$ cat src/rtl/seg_scan_driver.sv
// Multiplexed 4-digit 7-segment scan driver with a double-buffered value/mask and guard blanking.
// Optional blinking per digit is built when SEG_BLINK_EN is defined (adds the `blink` port).
module seg_scan_driver #(
    parameter int SCAN_DIV     = 25000,
    parameter int BLANK_CYC    = 16,
    parameter int BLINK_FRAMES = 64
) (
    input  logic        clk,
    input  logic        rst,
    input  logic        load,
    input  logic [15:0] data,
    input  logic [3:0]  mask,
`ifdef SEG_BLINK_EN
    input  logic [3:0]  blink,
`endif
    output logic [3:0]  en,
    output logic [6:0]  m_disp,
    output logic        frame_tick,
    output logic        pending,
    output logic        dbg_state
);

    // Interface contract: load is a fire-and-forget strobe with no ready; it is accepted every cycle.

    localparam int CNT_W = $clog2(SCAN_DIV);
    localparam logic [CNT_W-1:0] CNT_LAST   = CNT_W'(SCAN_DIV - 1);
    localparam logic [CNT_W-1:0] SHOW_FIRST = CNT_W'(BLANK_CYC);

    if (SCAN_DIV < BLANK_CYC + 1 || BLANK_CYC < 1 || BLINK_FRAMES < 1) begin : g_param_check
        $error("seg_scan_driver: illegal SCAN_DIV/BLANK_CYC/BLINK_FRAMES combination");
    end

    typedef enum logic {
        BLANK = 1'b0,
        SHOW  = 1'b1
    } state_t;

    state_t           state;
    state_t           state_nxt;
    logic [CNT_W-1:0] cnt;
    logic [CNT_W-1:0] cnt_nxt;
    logic [1:0]       digit;
    logic [1:0]       digit_nxt;
    logic [15:0]      shadow_data;
    logic [3:0]       shadow_mask;
    logic [15:0]      act_data;
    logic [3:0]       act_mask;
    logic             slot_end;
    logic             boundary;
    logic             dark;
    logic [3:0]       nib;
    logic [3:0]       en_nxt;
    logic [6:0]       seg_nxt;
    logic [3:0]       blink_dark;

    function automatic logic [6:0] hex7(input logic [3:0] v);
        logic [6:0] s;
        unique case (v)
            4'h0: s = 7'h3F;
            4'h1: s = 7'h06;
            4'h2: s = 7'h5B;
            4'h3: s = 7'h4F;
            4'h4: s = 7'h66;
            4'h5: s = 7'h6D;
            4'h6: s = 7'h7D;
            4'h7: s = 7'h07;
            4'h8: s = 7'h7F;
            4'h9: s = 7'h6F;
            4'hA: s = 7'h77;
            4'hB: s = 7'h7C;
            4'hC: s = 7'h39;
            4'hD: s = 7'h5E;
            4'hE: s = 7'h79;
            default: s = 7'h71;
        endcase
        return s;
    endfunction

`ifdef SEG_BLINK_EN
    localparam int FRM_W = (BLINK_FRAMES > 1) ? $clog2(BLINK_FRAMES) : 1;
    localparam logic [FRM_W-1:0] FRM_LAST = FRM_W'(BLINK_FRAMES - 1);

    logic [FRM_W-1:0] frm_cnt;
    logic             phase;

    // Phase only flips on a frame boundary, where the next slot is always a BLANK slot.
    always_ff @(posedge clk or negedge rst) begin
        if (!rst) begin
            frm_cnt <= '0;
            phase   <= 1'b0;
        end else if (boundary) begin
            if (frm_cnt == FRM_LAST) begin
                frm_cnt <= '0;
                phase   <= ~phase;
            end else begin
                frm_cnt <= frm_cnt + 1'b1;
            end
        end
    end

    assign blink_dark = phase ? blink : 4'h0;
`else
    assign blink_dark = 4'h0;
`endif

    // Outputs are computed from the next cnt/digit so they land on the same edge as the state.
    always_comb begin
        slot_end  = (cnt == CNT_LAST);
        boundary  = slot_end && (digit == 2'd3);
        cnt_nxt   = slot_end ? '0 : cnt + 1'b1;
        digit_nxt = slot_end ? digit + 2'd1 : digit;
        state_nxt = (cnt_nxt < SHOW_FIRST) ? BLANK : SHOW;
        nib       = act_data[{digit_nxt, 2'b00} +: 4];
        dark      = act_mask[digit_nxt] | blink_dark[digit_nxt];
        en_nxt    = 4'h0;
        seg_nxt   = 7'h00;
        if (state_nxt == SHOW && !dark) begin
            en_nxt  = 4'b0001 << digit_nxt;
            seg_nxt = hex7(nib);
        end
    end

    always_ff @(posedge clk or negedge rst) begin
        if (!rst) begin
            state       <= BLANK;
            cnt         <= '0;
            digit       <= 2'd0;
            en          <= 4'h0;
            m_disp      <= 7'h00;
            frame_tick  <= 1'b0;
            pending     <= 1'b0;
            shadow_data <= 16'h0;
            shadow_mask <= 4'h0;
            act_data    <= 16'h0;
            act_mask    <= 4'hF;
        end else begin
            state      <= state_nxt;
            cnt        <= cnt_nxt;
            digit      <= digit_nxt;
            en         <= en_nxt;
            m_disp     <= seg_nxt;
            frame_tick <= boundary;
            // A load on the boundary edge wins over the transfer, deferring it one frame.
            if (load) begin
                shadow_data <= data;
                shadow_mask <= mask;
                pending     <= 1'b1;
            end else if (boundary && pending) begin
                act_data <= shadow_data;
                act_mask <= shadow_mask;
                pending  <= 1'b0;
            end
        end
    end

    assign dbg_state = (state == SHOW);

endmodule

$ cat config.mk
export PLATFORM = sky130hd
export DESIGN_NAME = seg_scan_driver
export DESIGN_NICKNAME = d
export VERILOG_FILES = /design/src/rtl/seg_scan_driver.sv
export SDC_FILE = /design/constraint.sdc
export NUM_CORES = 1
export LEC_CHECK = 0
export ABC_AREA = 1
export BUFFER_PORTS_ARGS = -buffer_cell sky130_fd_sc_hd__buf_2
export CAP_MARGIN = 20
export CORE_ASPECT_RATIO = 1.4
export CORE_MARGIN = 3
export CORE_UTILIZATION = 25
export DETAILED_ROUTE_END_ITERATION = 8
export GPL_TIMING_DRIVEN = 1
export MAX_ROUTING_LAYER = met4
export SKIP_LAST_GASP = 1
export SYNTH_ARGS = -nofsm -noshare
export SYNTH_HDL_FRONTEND = slang
export SYNTH_SLANG_ARGS = --single-unit
$ cat constraint.sdc
create_clock -name clk -period 3.95 [get_ports clk]
set_clock_uncertainty 0.2 [all_clocks]
set_input_delay 0.1975 -clock clk [delete_from_list [all_inputs] [get_ports clk]]
set_output_delay 0.1975 -clock clk [all_outputs]
set_load 0.1 [all_outputs]
==> Word level (Yosys, flattened, before mapping) <==
Memory sizes are Yosys's and may differ from the RTL's.
Index checks and enable logic that the tools add are counted.
{ "totals": {"out_inout_bits": 14, "n_memories": 1, "ff_bits": 71, "inputBits": 23, "elab_cells": 39, "romBits": 112} }
{ "classes": {"n_reduce_logical": 6, "muxes": 11, "n_eq_ne": 2, "n_bitwise": 2, "magnitude_cmp": 2, "add_sub_neg": 2, "n_shift": 2} }
{ "memory_table": {"columns": ["name", "words", "width", "rd", "rd_ports_with_merged_regs", "wr", "line_no", "source"], "rows": [
  ["(no name shown)", 16, 7, 1, 0, 0, "58", "unique case (v)"]
]} }
{ "op_table": {"columns": ["operator", "count"], "rows": [
  ["$shiftx 16x5->4", 1],
  ["$add 15x1->15 const B", 1],
  ["$eq 15x15->1 const B", 1],
  ["$lt 15x5->1 const B", 1],
  ["$mux 15", 1],
  ["$mux 7", 1],
  ["$mux 1", 5],
  ["$bmux 1 s2", 2],
  ["$mux 4", 1],
  ["$shl 1x2->4 const A", 1],
  ["$logic_and 1x1->1", 3],
  ["$lt 2x3->1 const B", 1],
  ["$add 2x1->2 const B", 1],
  ["$eq 2x2->1 const B", 1],
  ["$mux 2", 1],
  ["$reduce_and 2->1", 1],
  ["$reduce_bool 2->1", 1],
  ["$logic_not 1->1", 1],
  ["$not 1->1", 1],
  ["$or 1x1->1", 1]
]} }

==> Logic depth before layout (Yosys ltp) <==
Gate-level depths: netlist of the first run.
{ "logic_depth": {"ltp_word": 8, "ltp_mapped": 20} }

==> Worst setup path before layout of the first run <==
OpenSTA, ideal clock, no wires.
{ "synth_timing": {"kind": "register -> register", "start": "register cnt[0]", "end": "register m_disp[3]", "t_arrival_ns": 2.128, "t_required_ns": 3.631, "path_stages_with_launch": 21, "period_less_slack_ns": 2.447, "setup_time_ns": 0.119, "setup_slack_ns": 1.503, "path_cell_list": "dfrtp_1 ha_1 nand2_1 clkinv_1 nand2_2 nor2_4 nand2_4 nand2_2 nand2_4 buf_6 nand2_1 nand2_1 nand2_1 nand2_1 inv_1 ha_1 inv_1 nand2_1 nand3_1 nand2_1 nor2_1"} }
{ "synth_via": {"elab_chain_cells": 8, "word_cells_on_any_way": 16, "cone_classes": "add/sub (1); order compare (1); eq/ne (1); shift (1); mux (8); bitwise (1); reduce/logical (2); memory (1)"} }
{ "synth_lines": {"columns": ["item", "line_no", "source"], "rows": [
  ["from (decl)", "40", "logic [CNT_W-1:0] cnt;"],
  ["from (signal assigned)", "138", "cnt <= cnt_nxt;"],
  ["$eq 15x15->1 (*)", "108", "slot_end = (cnt == CNT_LAST);"],
  ["$mux 2 (*)", "111", "digit_nxt = slot_end ? digit + 2'd1 : digit;"],
  ["named net digit_nxt[0]", "43", "logic [1:0] digit_nxt;"],
  ["branches (longest 5 deep; another with $mem_v2 16x7)", null, null],
  ["$mux 7 (*)", "117", "if (state_nxt == SHOW && !dark) begin"],
  ["named net seg_nxt[3]", "53", "logic [6:0] seg_nxt;"],
  ["to (signal assigned)", "141", "m_disp <= seg_nxt;"],
  ["to (decl)", "17", "output logic [6:0] m_disp,"]
]} }
Mark *: on every way through the listed nets, which the timed path passes. The select of a mux whose other input is x is not followed.
A chain may end at the register's enable or synchronous reset.

==> Worst setup path in the final report of the first run <==
{ "layout_timing": {"start": "register cnt[0]", "end": "register m_disp[3]"} }
{ "layout_via": {"elab_chain_cells": 8, "word_cells_on_any_way": 16, "cone_classes": "add/sub (1); order compare (1); eq/ne (1); shift (1); mux (8); bitwise (1); reduce/logical (2); memory (1)"} }
{ "layout_lines": {"columns": ["item", "line_no"], "rows": [
  ["branches (longest 7 deep; another with $add 15x1->15)", null],
  ["$mux 7 (*)", "117"],
  ["named net seg_nxt[3]", "53"]
]} }
Marked as above.

==> results by group, run 1 <==
Worst setup path
  – Number of logic stages on the critical path including buffering: 17
  – Reg2reg path depth: 17
  – Crit. Startpoint: cnt[0]
  – Reg2Reg Launch Point: cnt[0]
  – Critical Path Most Common Cell: nand2_1
  – Worst path max stage delay: approximately 0.4 ns
  – Sequence of cells on the critical path: ha_1 -> nand2_1 -> clkinv_1 -> nand2_2 -> nor2_4 -> nand2_4 -> nand2_1 -> nand2_1 -> nand2_1 -> nand2_1 -> inv_1 -> ha_1 -> inv_1 -> nand2_1 -> nand3_1 -> nand2_1 -> nor2_1
  – Worst Setup EP: m_disp[3]
  – Worst reg2reg path endpoint: m_disp[3]
  – Reg-to-reg slack, setup: 1.26 ns
  – Kind of end point of the critical path: flop
  – Peak fanout along the critical path: 11
  – Top Family by Delay on Critical Path: simple AND/OR/NAND/NOR gates
  – Critical path buffers and inverters: 3
  – Highest-delay cell along the critical path: dfrtp_1
  – Kind of start point of the critical path: flop
  – Arrival time of the worst setup path: 2.71 ns
  – Critical path start-end classification: flop to flop
  – Critical path data required time: 3.97 ns

Clock tree
  – Count of H-tree levels built during CTS: 3
  – TritonCTS clock tree: done
  – Buffer type at the clock tree root: clkbuf_16
  – Count of clock tree sinks: 71
  – Clk_lat worst skew: 0.33 ns
  – Cts bufs inserted: 9
  – Maximum buffer depth of the clock tree: 2
  – Post-CTS clock slew at the launch and capture registers of the worst setup and hold paths: 0.06 ns

Yosys
  – Total of warnings raised by yosys: 0
  – Syn_nets: 458
  – Number of distinct library cells after synthesis: 32
  – Number of register bits inferred by synthesis: 71
  – Post-synth top area cell: dfrtp_1
  – Biggest area contributors in the synthesized netlist: dfrtp_1 47%, nand2_1 14%, inv_1 6.5%, nand3_1 3.5%, o21ai_0 3.2%
  – Area fraction of the dominant cell type after synthesis: 47.2%
  – Post-synthesis instance total: roughly 430
  – Portion of the post-synthesis area used by sequential elements: 50.2%
  – Mean instance size in the synthesized netlist: 8.31 sq um
  – Area of the mapped netlist: 3550 sq um

Status
  – Run status: finished, final reports clean

STA
  – Count of endpoints failing setup in the final report: 0
  – Achievable clock frequency: 0.372 GHz
  – Post-route clock period utilization: 68.1%
  – Final hold violations: 0
  – RSZ-0062 raised after global routing: false
  – Clock period minus worst slack: 2.69 ns
  – Worst-Margin Slew: 0.930 ns
  – Fin Setup TNS: 0 ns
  – Hold_ws: 0.137 ns
  – Slew margin rel.: between 30% and 40%
  – Final number of max-transition violations: 0

Finish
  – Most common cell after layout, fill and taps aside: nand2_1
  – Synthesis-to-layout area growth: 26.2%
  – Fin util: 32.8%
  – Net count reported at finish: 518
  – Layout cells sized above 1: 20.3%
  – Most frequent cells in the layout: 134 x nand2_1, 67 x dfrtp_1, 61 x inv_1
  – Number of inserted diodes: 0

Detailed routing
  – Average wire length per cell after detail routing: about 10 um
  – Remaining number of nets flagged by the antenna check after routing: 0
  – Total Wirelength: between 7 and 8 mm
  – Total number of vias: 2725
  – Remaining DRCs: 0
  – Number of DRC violations after detailed-routing iteration 0: 138
  – Vias per cell: 4.04
  – Pre-antenna DRT Iters: 4

Run
  – Number of maximum-capacitance constraint violations: 0

Global route
  – Initial antenna violation count: 0
  – Number of global-route vias before repair: 2661
  – Global-route wire length before repair: roughly 12 mm
  – All-Layer GR Usage: between 10 and 15%
  – Pin count of the biggest net entering global routing: 44
  – Congestion Overflow GR: 0

Floorplanning
  – Rows: 50
  – Height of the chip: 147 um
  – Die outline area: 15700 sq um
  – Num ports: 37
  – DIE WIDTH: 107 um
  – Core area: 13600 sq um
  – Initial cell density of the core: 26.0%

Power and ir drop
  – Worst supply voltage drop on vdd: 0.000191 V
  – Leakage power of the design: 2.41 nW
  – PwrDens: between 300 and 400 nW/um^2

Placement
  – Final GP Congestion: ~0.82
  – Half-perimeter wire length of the detailed placement result: 5.47 mm
  – Number of buffers inserted by port buffering: 36

Worst hold path
  – Min-delay worst type: input port to flop
layer usage:
metal	global-route usage (%)	share of wire [%]	vias to the layer above
met5	-	0	-
met4	5.18	2.4	0
met3	1.85	3.6	13
met2	16.8	50	46
met1	11.8	44	1223
li1	-	-	1443
worst min path at each step:
stage          start             end  slack, ns  depth (start not counted)
2_1_floorplan    rst     act_data[0]      -0.30                          0
4_1_cts         load  shadow_mask[2]       0.15                          4
3_3_place_gp     rst          cnt[4]       0.20                          1
5_1_grt         load         pending       0.18                          3
3_5_place_dp     rst          cnt[4]       0.20                          1
6_report        load         pending       0.14                          3
synth_stat cells, drive strengths merged:
library cell and count:
nand3b 1, clkinv 1, mux2i 7, clkbuf 6
nand3 32, nor3 4, nor2 37, a21oi 4
xnor2 1, o21ai 28, ha 8, xor2 3
nand4 2, a21o 1, nand2 150, inv 65
dfstp 4, dfrtp 67, o21bai 2, buf 4
area by class of cell:
class,count,area (sq um)
clock buffers,11,253
clock inverters,5,104
fillers,1479,9160
inverters,66,250
multi-input cells,280,1460
flip-flops and latches,71,1780
well taps,182,228
repair buffers,59,405
report_power, final:
group | switching, mW | total [mW] | internal, mW
Combinational | 0.0356 | 0.0664 | 0.0308
Clock | 0.296 | 0.946 | 0.651
Sequential | 0.00709 | 0.753 | 0.746
logic make-up after synthesis:
| logic type | count (synthesis) | synth area share (%) |
|---|---|---|
| DFF | 71 | 50.2 |
| AOI/OAI and AO/OA | 35 | 5.47 |
| adders and majority gates | 8 | 2.82 |
| muxes | 7 | 1.97 |
| buffers and inverters | 76 | 8.78 |
| and+or+nand+nor | 226 | 29.8 |
| xor gates and xnor gates | 4 | 0.987 |
state kept, by name, summed over array words and instances, names as in the netlist:
register and flops:
en 4, shadow_data 16, cnt 15, shadow_mask 4
m_disp 7, digit 2, act_mask 4, pending 1
frame_tick 1, act_data 16, dbg_state 1
per-stage QoR:
step / std cells / area [sq um] / worst slack, ns / total power, mW
3_5_place_dp: 637 / 3910 / 1.25 / 0.820
6_report: 674 / 4480 / 1.26 / 1.77
5_1_grt: 674 / 4480 / 0.999 / 1.83
3_3_place_gp: 637 / 3910 / 1.37 / 0.819
4_1_cts: 674 / 4480 / 1.24 / 1.79
2_1_floorplan: 427 / 3550 / 1.50 / 0.786
what timing repair did:
item,4_1_cts,5_1_grt
gates resized for setup,0,0
buffers inserted,0,0
hold endpoints to repair,61,0
hold buffers,21,0
worst reg2reg max path: cells and delay by family, from the launching register on:
family | cells | cell delay [ns]
adder cells (fa/ha/maj) | 2 | 0.51
buffers and inverters | 3 | 0.24
flip-flops | 1 | 0.39
AND/OR/NAND/NOR | 12 | 1.23
No activity file was read; power rests on OpenSTA's default activity.
==> run 2, diff against run 1 <==
clock period = 2.81 ns   (was 3.95 ns; I/O delays follow)
==> run 2 against run 1 <==
Die area unchanged. Fmax increased by 3.1%. Register-to-register slack got worse by 1.1 ns. Critical path depth increased by 1. Hold slack got worse by 0.096 ns. Sequential share of layout area increased by 0.18 points. Count of clock-buffer cells in the layout unchanged. Critical endpoint unchanged. Cell area decreased by 0.45%. Largest cell class unchanged.
==> results by group, run 2 (synthesized netlist as in run 1, its figures left out) <==
STA
  – Clock period minus worst slack: roughly 2.6 ns
  – Slew margin rel.: 66.6%
  – Final hold violations: 0
  – Worst-Margin Slew: about 0.50 ns
  – Fin Setup TNS: 0 ns
  – Final number of max-transition violations: 0
  – Least setup slack across all paths after layout: 0.201 ns
  – Post-route clock period utilization: between 90% and 100%
  – RSZ-0062 raised after global routing: false
  – Achievable clock frequency: 0.383 GHz
  – Count of endpoints failing setup in the final report: 0
  – Hold_ws: 0.0414 ns

Finish
  – Net count reported at finish: 519
  – Largest registers: act_data x16, shadow_data x16, cnt x15
  – Count of placed standard cells in the final layout, fillers left out: 675
  – Fin util: around a third
  – Post-route cell area: 4460 sq um
  – Synthesis-to-layout area growth: 25.6%
  – Most frequent cells in the layout: 133 x nand2_1, 67 x dfrtp_1, 61 x inv_1
  – Most common cell after layout, fill and taps aside: nand2_1
  – Layout cells sized above 1: between 20% and 30%
  – Filler cells: 1463
  – Number of inserted diodes: 0

Power and ir drop
  – Leakage power of the design: 2.39 nW
  – Combinational Power Share: roughly 4%
  – Overall power: 2.29 mW
  – Reg power frac: between 40% and 50%
  – Switching share of power: 21.2%
  – Clk pwr share: between 40% and 50%
  – Total net switching power: ~0.49 mW
  – Internal: 1.81 mW
  – Worst supply voltage drop on vdd: 0.000268 V
  – PwrDens: slightly above 500 nW/um^2

Worst setup path
  – Reg2Reg Launch Point: cnt[0]
  – Number of logic stages on the critical path including buffering: 18
  – Kind of start point of the critical path: flop
  – Critical path data required time: 2.87 ns
  – Worst Setup EP: m_disp[3]
  – Peak fanout along the critical path: 15
  – Critical path buffers and inverters: 3
  – Crit. Startpoint: cnt[0]
  – Worst reg2reg path endpoint: m_disp[3]
  – Reg2reg path depth: 18
  – Top Family by Delay on Critical Path: simple AND/OR/NAND/NOR gates
  – Highest-delay cell along the critical path: dfrtp_1
  – Sequence of cells on the critical path: ha_1 -> nand2_1 -> clkinv_1 -> nand2_2 -> nor2_4 -> nand3_1 -> nand2_8 -> nand2_1 -> nand2_1 -> nand2_1 -> nand2_2 -> inv_1 -> ha_1 -> inv_1 -> nand2_1 -> nand3_1 -> nand2_1 -> nor2_1
  – Kind of end point of the critical path: flop
  – Critical Path Most Common Cell: nand2_1
  – Critical path start-end classification: flop to flop
  – Worst path max stage delay: 0.38 ns
  – Reg-to-reg slack, setup: 0.20 ns
  – Arrival time of the worst setup path: 2.67 ns

Placement
  – Dpl cell area: roughly 3900 sq um
  – Half-perimeter wire length of the detailed placement result: 5.46 mm
  – Worst Setup Slack post-DPL: 0.153 ns
  – Final GP Congestion: ~0.84
  – Number of buffers inserted by port buffering: 36
  – Placed cells: around 640

Global route
  – Number of global-route vias before repair: around 2800
  – Pin count of the biggest net entering global routing: between 70 and 80
  – Congestion Overflow GR: 0
  – All-Layer GR Usage: 10.5%
  – Global-route wire length before repair: 12.9 mm
  – Initial antenna violation count: 0

Floorplanning
  – DIE WIDTH: 107 um
  – Height of the chip: 147 um
  – Die outline area: 15700 sq um
  – Rows: 50
  – Initial cell density of the core: between 20% and 30%
  – Num ports: 37
  – Core area: 13600 sq um

Detailed routing
  – Remaining number of nets flagged by the antenna check after routing: 0
  – Remaining DRCs: 0
  – Vias per cell: 4.14
  – Total Wirelength: roughly 7.2 mm
  – Number of DRC violations after detailed-routing iteration 0: roughly 150
  – Average wire length per cell after detail routing: about 11 um
  – Pre-antenna DRT Iters: 4
  – Total number of vias: 2795

Clock tree
  – TritonCTS clock tree: done
  – Maximum buffer depth of the clock tree: 2
  – Count of clock tree sinks: just over 70
  – Cts bufs inserted: 9
  – Buffer type at the clock tree root: clkbuf_16
  – Clk_lat worst skew: 0.34 ns
  – Count of H-tree levels built during CTS: 3
  – Post-CTS clock slew at the launch and capture registers of the worst setup and hold paths: 0.06 ns

Run
  – Number of maximum-capacitance constraint violations: 0

Worst hold path
  – HP Start: load
  – Min-delay worst type: input port to flop

Status
  – Run status: finished, final reports clean
## run 2: cell count changes in the layout (fill, tap and decap cells not counted), sizes merged
cell / change
bufinv: -2
inv: +1
clkinv: +1
buf: +1
## run 2: power groups by stage
stage | clock network (mW) | logic (mW) | registers, mW
detailed placement | 0 | 0.0769 | 1.08
CTS | 1.17 | 0.0995 | 1.06
global placement | 0 | 0.0751 | 1.08
global route | 1.22 | 0.112 | 1.06
floorplan | 0 | 0.0309 | 1.07
finish | 1.14 | 0.0950 | 1.06
## run 2: what timing repair did
item                                    CTS  global route
endpoints found under the setup margin    0             3
buffers inserted                          0             0
resized for setup                         0             3
endpoints found under the hold margin    91             0
hold buffers                             21             0
## run 2: worst min-delay path by stage
stage                                end  slack [ns]  cells after the start
after floorplan              act_data[0]       -0.36                      0
after global placement            cnt[4]      -0.003                      2
after detailed placement          cnt[4]      -0.003                      2
after CTS                 shadow_mask[2]        0.04                      3
after global routing      shadow_mask[0]        0.09                      3
final                     shadow_mask[2]        0.04                      3
## run 2: final cells by class
cell class,instances,area [sq um],share of cell area [%]
clock inverter,5,57.6,1.29
multi-input combinational,280,1470,33.0
clock buffer,11,243,5.45
inverter,66,250,5.61
tap,182,228,5.11
sequential,71,1780,40.0
timing repair buffer,60,425,9.55
## run 2: per-layer routing
layer | share of wire (%) | global-route usage, % | vias up | wire, um
met3 | 5.2 | 3.47 | 14 | 380
met2 | 48 | 17.2 | 58 | 3510
li1 | - | - | 1433 | -
met4 | 2.6 | 4.41 | 0 | 185
met1 | 44 | 11.6 | 1290 | 3170
met5 | 0 | - | - | 0
## run 2: worst reg2reg max path, stage by stage, from the launching register on
cell and delay [ns]:
dfrtp_1 0.38, ha_1 0.20, nand2_1 0.09, clkinv_1 0.08, nand2_2 0.06, nor2_4 0.14, nand3_1 0.20, nand2_8 0.18
nand2_1 0.07, nand2_1 0.07, nand2_1 0.05, nand2_2 0.12, inv_1 0.09, ha_1 0.28, inv_1 0.05, nand2_1 0.06
nand3_1 0.09, nand2_1 0.06, nor2_1 0.09
